## src/rtl/cmp_pkg.sv

```systemverilog
// Shared types for the serial magnitude comparator.
// State encoding, result encoding and counter sizing.
package cmp_pkg;

  typedef enum logic [1:0] {
    IDLE  = 2'd0,
    SHIFT = 2'd1,
    DONE  = 2'd2
  } state_t;

  // Result bits ordered {less, greater, equal}
  localparam logic [2:0] RES_LT = 3'b100;
  localparam logic [2:0] RES_GT = 3'b010;
  localparam logic [2:0] RES_EQ = 3'b001;

  // Bit counter width, never narrower than one bit
  function automatic int cnt_w(input int w);
    return (w > 1) ? $clog2(w) : 1;
  endfunction

endpackage

```

## src/rtl/serial_magnitude_comparator_if.sv

```systemverilog
// Operand and result handshakes of the serial comparator.
// master: operand source / result consumer; slave: comparator.
interface serial_magnitude_comparator_if #(
  parameter int WIDTH = 8
);

  logic             in_valid;
  logic             in_ready;
  logic [WIDTH-1:0] a;
  logic [WIDTH-1:0] b;
  logic             out_valid;
  logic             out_ready;
  logic             less;
  logic             greater;
  logic             equal;

  modport master (
    output in_valid,
    output a,
    output b,
    output out_ready,
    input  in_ready,
    input  out_valid,
    input  less,
    input  greater,
    input  equal
  );

  modport slave (
    input  in_valid,
    input  a,
    input  b,
    input  out_ready,
    output in_ready,
    output out_valid,
    output less,
    output greater,
    output equal
  );

endinterface

```

## src/rtl/bit_compare_cell.sv

```systemverilog
// Gate-level 1-bit magnitude compare cell.
// Ports: x, y in; lt = x<y, gt = x>y, eq = x==y.
module bit_compare_cell (
  input  logic x,
  input  logic y,
  output logic lt,
  output logic gt,
  output logic eq
);

  logic xn;
  logic yn;

  not  u_inv_x (xn, x);
  not  u_inv_y (yn, y);
  and  u_and_lt (lt, xn, y);
  and  u_and_gt (gt, x, yn);
  xnor u_xnor_eq (eq, x, y);

endmodule

```

## src/rtl/serial_magnitude_comparator.sv

```systemverilog
// Bit-serial MSB-first unsigned magnitude comparator.
// Ports: clk, rst_n, bus (slave: operand in, one-hot result out).
module serial_magnitude_comparator
  import cmp_pkg::*;
#(
  parameter int WIDTH      = 8,
  parameter bit EARLY_EXIT = 1'b1
) (
  input  logic                           clk,
  input  logic                           rst_n,
  serial_magnitude_comparator_if.slave   bus
);

  localparam int CW = cnt_w(WIDTH);
  localparam logic [CW-1:0] CNT_MAX = CW'(WIDTH - 1);

  state_t           state;
  state_t           state_nxt;
  logic [WIDTH-1:0] a_sh;
  logic [WIDTH-1:0] a_nxt;
  logic [WIDTH-1:0] b_sh;
  logic [WIDTH-1:0] b_nxt;
  logic [CW-1:0]    cnt;
  logic [CW-1:0]    cnt_nxt;
  logic             decided;
  logic             dec_nxt;
  logic [1:0]       pend;
  logic [1:0]       pend_nxt;
  logic [2:0]       res_q;
  logic [2:0]       res_nxt;

  logic bl;
  logic bg;
  logic be;

  bit_compare_cell u_cell (
    .x  (a_sh[WIDTH-1]),
    .y  (b_sh[WIDTH-1]),
    .lt (bl),
    .gt (bg),
    .eq (be)
  );

  always_comb begin
    state_nxt = state;
    a_nxt     = a_sh;
    b_nxt     = b_sh;
    cnt_nxt   = cnt;
    dec_nxt   = decided;
    pend_nxt  = pend;
    res_nxt   = res_q;
    unique case (state)
      IDLE: begin
        if (bus.in_valid) begin
          a_nxt     = bus.a;
          b_nxt     = bus.b;
          cnt_nxt   = CNT_MAX;
          dec_nxt   = 1'b0;
          pend_nxt  = 2'b00;
          res_nxt   = 3'b000;
          state_nxt = SHIFT;
        end
      end
      SHIFT: begin
        // Only the first mismatch counts in full-scan mode
        if (!be && !decided) begin
          dec_nxt  = 1'b1;
          pend_nxt = {bl, bg};
        end
        if (EARLY_EXIT && !be) begin
          res_nxt   = {bl, bg, 1'b0};
          state_nxt = DONE;
        end else if (cnt == '0) begin
          res_nxt   = dec_nxt ? {pend_nxt, 1'b0}
                              : RES_EQ;
          state_nxt = DONE;
        end else begin
          a_nxt   = a_sh << 1;
          b_nxt   = b_sh << 1;
          cnt_nxt = cnt - 1'b1;
        end
      end
      DONE: begin
        if (bus.out_ready) begin
          res_nxt   = 3'b000;
          state_nxt = IDLE;
        end
      end
      default: begin
        res_nxt   = 3'b000;
        state_nxt = IDLE;
      end
    endcase
  end

  always_ff @(posedge clk or negedge rst_n) begin
    if (!rst_n) begin
      state   <= IDLE;
      a_sh    <= '0;
      b_sh    <= '0;
      cnt     <= '0;
      decided <= 1'b0;
      pend    <= 2'b00;
      res_q   <= 3'b000;
    end else begin
      state   <= state_nxt;
      a_sh    <= a_nxt;
      b_sh    <= b_nxt;
      cnt     <= cnt_nxt;
      decided <= dec_nxt;
      pend    <= pend_nxt;
      res_q   <= res_nxt;
    end
  end

  assign bus.in_ready  = (state == IDLE);
  assign bus.out_valid = (state == DONE);
  assign bus.less      = res_q[2];
  assign bus.greater   = res_q[1];
  assign bus.equal     = res_q[0];

endmodule

```

## src/flat_wrapper.sv

```systemverilog
// flat-port wrapper written by rule: the top's interface ports become plain ports
module serial_magnitude_comparator_flat import cmp_pkg::*;
#(
  parameter int WIDTH      = 8,
  parameter bit EARLY_EXIT = 1'b1
)
  (clk, rst_n, bus_in_valid, bus_a, bus_b, bus_out_ready, bus_in_ready, bus_out_valid, bus_less, bus_greater, bus_equal);
  serial_magnitude_comparator_if #(.WIDTH(WIDTH)) bus_i ();
  input  logic clk;
  input  logic rst_n;
  input wire logic [$bits(bus_i.in_valid)-1:0] bus_in_valid;
  input wire logic [$bits(bus_i.a)-1:0] bus_a;
  input wire logic [$bits(bus_i.b)-1:0] bus_b;
  input wire logic [$bits(bus_i.out_ready)-1:0] bus_out_ready;
  output wire logic [$bits(bus_i.in_ready)-1:0] bus_in_ready;
  output wire logic [$bits(bus_i.out_valid)-1:0] bus_out_valid;
  output wire logic [$bits(bus_i.less)-1:0] bus_less;
  output wire logic [$bits(bus_i.greater)-1:0] bus_greater;
  output wire logic [$bits(bus_i.equal)-1:0] bus_equal;
  assign bus_i.in_valid = bus_in_valid;
  assign bus_i.a = bus_a;
  assign bus_i.b = bus_b;
  assign bus_i.out_ready = bus_out_ready;
  assign bus_in_ready = bus_i.in_ready;
  assign bus_out_valid = bus_i.out_valid;
  assign bus_less = bus_i.less;
  assign bus_greater = bus_i.greater;
  assign bus_equal = bus_i.equal;
  serial_magnitude_comparator #(.WIDTH(WIDTH), .EARLY_EXIT(EARLY_EXIT)) u_core (.clk(clk), .rst_n(rst_n), .bus(bus_i));
endmodule
```

## config.mk

```make
export PLATFORM = sky130hd
export DESIGN_NAME = serial_magnitude_comparator_flat
export DESIGN_NICKNAME = d
export VERILOG_FILES = /design/src/rtl/cmp_pkg.sv /design/src/rtl/serial_magnitude_comparator_if.sv /design/src/rtl/bit_compare_cell.sv /design/src/rtl/serial_magnitude_comparator.sv /design/src/flat_wrapper.sv
export SDC_FILE = /design/constraint.sdc
export NUM_CORES = 1
export LEC_CHECK = 0
export ABC_AREA = 1
export CORE_ASPECT_RATIO = 1.4
export CORE_MARGIN = 4
export CORE_UTILIZATION = 47
export DETAILED_ROUTE_END_ITERATION = 8
export MAX_ROUTING_LAYER = met4
export PLACE_DENSITY = 0.81
export SLEW_MARGIN = 40
export SYNTH_ARGS = -nofsm -noshare
export SYNTH_HDL_FRONTEND = slang
export SYNTH_HIERARCHICAL = 1
export SYNTH_SLANG_ARGS = --single-unit
```

## constraint.sdc

```tcl
create_clock -name clk -period 1.8 [get_ports clk]
set_input_delay 0.36 -clock clk [delete_from_list [all_inputs] [get_ports clk]]
set_output_delay 0.36 -clock clk [all_outputs]
set_load 0.01 [all_outputs]
```

==> summary.md <==
| Metric | Value |
|---|---|
| Status | completed |
| Commonest cells after routing, fill and taps aside | nand2_1 (61), o21ai_0 (33), inv_1 (30) |
| Post-synthesis cell count | 182 |
| Final min period | 1.70 ns |
| TNS Setup | 0 ns |
| First DRT Iteration DRCs | 8 |
| Gr usage total | 0.149 |
| Chip width | 53.8 um |
| GP Congestion | 0.789 |
| Detailed placement HPWL | 1780 um |
| CP startpoint | u_core/state[0] |
| Syn Nets | 206 |
| R2R Path End | u_core/a_sh[3] |
| Remaining antenna violation count after routing | 0 |
| Clock root buffer | clkbuf_8 |
| Area leader, netlist | dfrtp_1 |
| N_diodes | 0 |
| Top fanout value on the critical path | 4 |
| Total die area | 3880 um^2 |
| Cell row count | 23 |
| Vias in the first global route | 1116 |
| Design area | 1690 um^2 |
| CP Launch Type | flop |
| Clk Latency, worst-skew pair | 0.27 ns |
| RSZ-0062 raised after global routing | no |
| Max-capacitance violation count | 0 |
| Worst R2R Start | u_core/b_sh[7] |
| Largest net degree at the start of global routing | 35 |
| Setup violators final | 0 |
| Via count | 1148 |
| Yosys cell types | 15 |
| Kind of critical path | reg -> out |
| CTS tree | built |
| IO Port Bufs | 24 |
| Die height | 72.1 um |
| F_max | 589 MHz |
| Mapped cell area | 1380 um^2 |
| Post-CTS Hold Fix Bufs | 0 |
| P&R area growth vs syn | 22.6% |
| Remaining Overflow, GRT | 0 |
| Fin util | 0.595 |
| Synthesized flop and latch total | 27 |
| Post-route clock period utilization | 0.943 |
| Most common cell after layout, fill and taps aside | nand2_1 |
| Worst path required time | 1.44 ns |
| Layout Skew | 0.00624 ns |
| WP data arrival | 1.34 ns |
| WL final | 2440 um |
| CTS H-tree depth | 1 |
| Leakage | 0.882 nW |
| Initial core utilization | 0.485 |
| Top-area cell type share of the netlist area | 0.489 |
| DR vias/cell | 4.72 |
| Clock sinks | 27 |
| CP endpoint | bus_out_valid |
| PD cells | 1520 nW/um^2 |
| Placed cell areas | 1640 um^2 |
| Setup slack, reg-to-reg | 0.28 ns |
| Clk slew on worst S/H paths | 0.09 ns |
| Clk buf depth | 2 |
| Drt pass-1 iters | 4 |
| Final worst slack | 0.103 ns |
| Storage element area | 676 um^2 |
| CTS Buf Count | 3 |
| Number of remaining DRC errors | 0 |
| Max-slew violations | 0 |
| Place WS | 0.247 ns |
| CP endpoint kind | output port |
| Syn_area_per_cell | 7.59 um^2 |
| Boundary pin count | 25 |
| Tightest Pin Transition | 0.345 ns |
| # nets final | 231 |
| Fill cells | 265 |
| Hold Fails Final Rpt | 0 |
| DR WL/cell | 10.0 um |
| Peak supply drop | 0.821 mV |
| Share of cells above drive strength 1 | 0.0485 |
| Sequential area share after synthesis | 0.489 |
| Multi-input gate area | 548 um^2 |
| Core area | 2850 um^2 |
| Initial antenna violation count | 0 |
| Top post-synthesis cells by area | dfrtp_1 (49%), nand2_1 (17%), o21ai_0 (12%), inv_1 (8.2%), ha_1 (3.6%) |
| Slew headroom | 0.770 |
| Wire length of the first global-routing pass | 4310 um |
| Worst min path class | in -> async |
| Synth warn | 6 |
| Worst Reg2Reg Path Length in Cells | 5 |
[metrics by stage]
stage / total power [mW] / hold slack (ns) / instances
CTS: 2.60 / 0.470 / 242
floorplan: 1.99 / 0.0644 / 182
global placement: 2.20 / 0.454 / 238
detailed placement: 2.25 / 0.459 / 238
global route: 2.87 / 0.493 / 243
finish: 2.57 / 0.458 / 243
[per-layer routing]
| layer | GRT usage | wire length, um |
|---|---|---|
| met5 | - | 0 |
| met4 | 0.0341 | 10 |
| met3 | 0.0205 | 122 |
| met2 | 0.276 | 1190 |
| met1 | 0.159 | 1120 |
[report_power, final]
| group | switching, mW | total (mW) | internal, mW |
|---|---|---|---|
| Clock | 0.181 | 0.336 | 0.155 |
| Sequential | 0.105 | 0.968 | 0.864 |
| Combinational | 0.810 | 1.26 | 0.453 |
| Total | 1.10 | 2.57 | 1.47 |
[registers in the layout, summed over array words and instances (netlist names)]
name and flops:
u_core/a_sh 8, u_core/b_sh 8, u_core/cnt 3, u_core/decided 1, u_core/pend 2, u_core/res_q 3
u_core/state 2
[final cells by class]
cell class              instances  share of cell area
clock buffers                   3              0.0244
clock inverters                 1             0.00295
inverters                      30              0.0665
multi-input cells             118               0.323
flip-flops and latches         27               0.399
well taps                      37              0.0273
repair buffers                 27               0.157
[worst min-delay path by stage]
stage                          startpoint              end  slack, ns
after floorplan                     rst_n   u_core/a_sh[0]       0.06
after global placement    u_core/res_q[2]  u_core/res_q[2]       0.45
after detailed placement  u_core/res_q[2]  u_core/res_q[2]       0.46
after CTS                           rst_n  u_core/state[1]       0.47
after global routing                rst_n  u_core/state[0]       0.49
final                               rst_n  u_core/state[1]       0.46
[cell usage after synthesis]
master,count
ha_1,4
buf_2,2
a21oi_1,4
nand2_1,61
clkbuf_1,2
buf_4,1
nor2_1,9
o22ai_1,1
dfrtp_1,27
buf_6,2
inv_1,30
nand3_2,1
nand2_4,1
o21ai_0,33
nand3_1,4
[logic make-up (layout without fill, tap and decap cells)]
group | after synthesis | after routing | synth area share
adder cells (fa/ha/maj) | 4 | 4 | 0.0362
buffers and inverters | 37 | 61 | 0.116
AND/OR/NAND/NOR | 76 | 76 | 0.220
AO/OA/AOI/OAI | 38 | 38 | 0.139
flip-flops | 27 | 27 | 0.489
[what timing repair did]
action,CTS,global route
cloned,0,0
gates resized for setup,1,1
buffers inserted,0,1
setup endpoints to repair,1,2
hold endpoints to repair,0,0
[critical path: stages, from the launching register on]
cell and delay (ns):
dfrtp_1 0.42, nor2_1 0.11, clkdlybuf4s50_1 0.54
No activity file was read; power rests on OpenSTA's default activity.
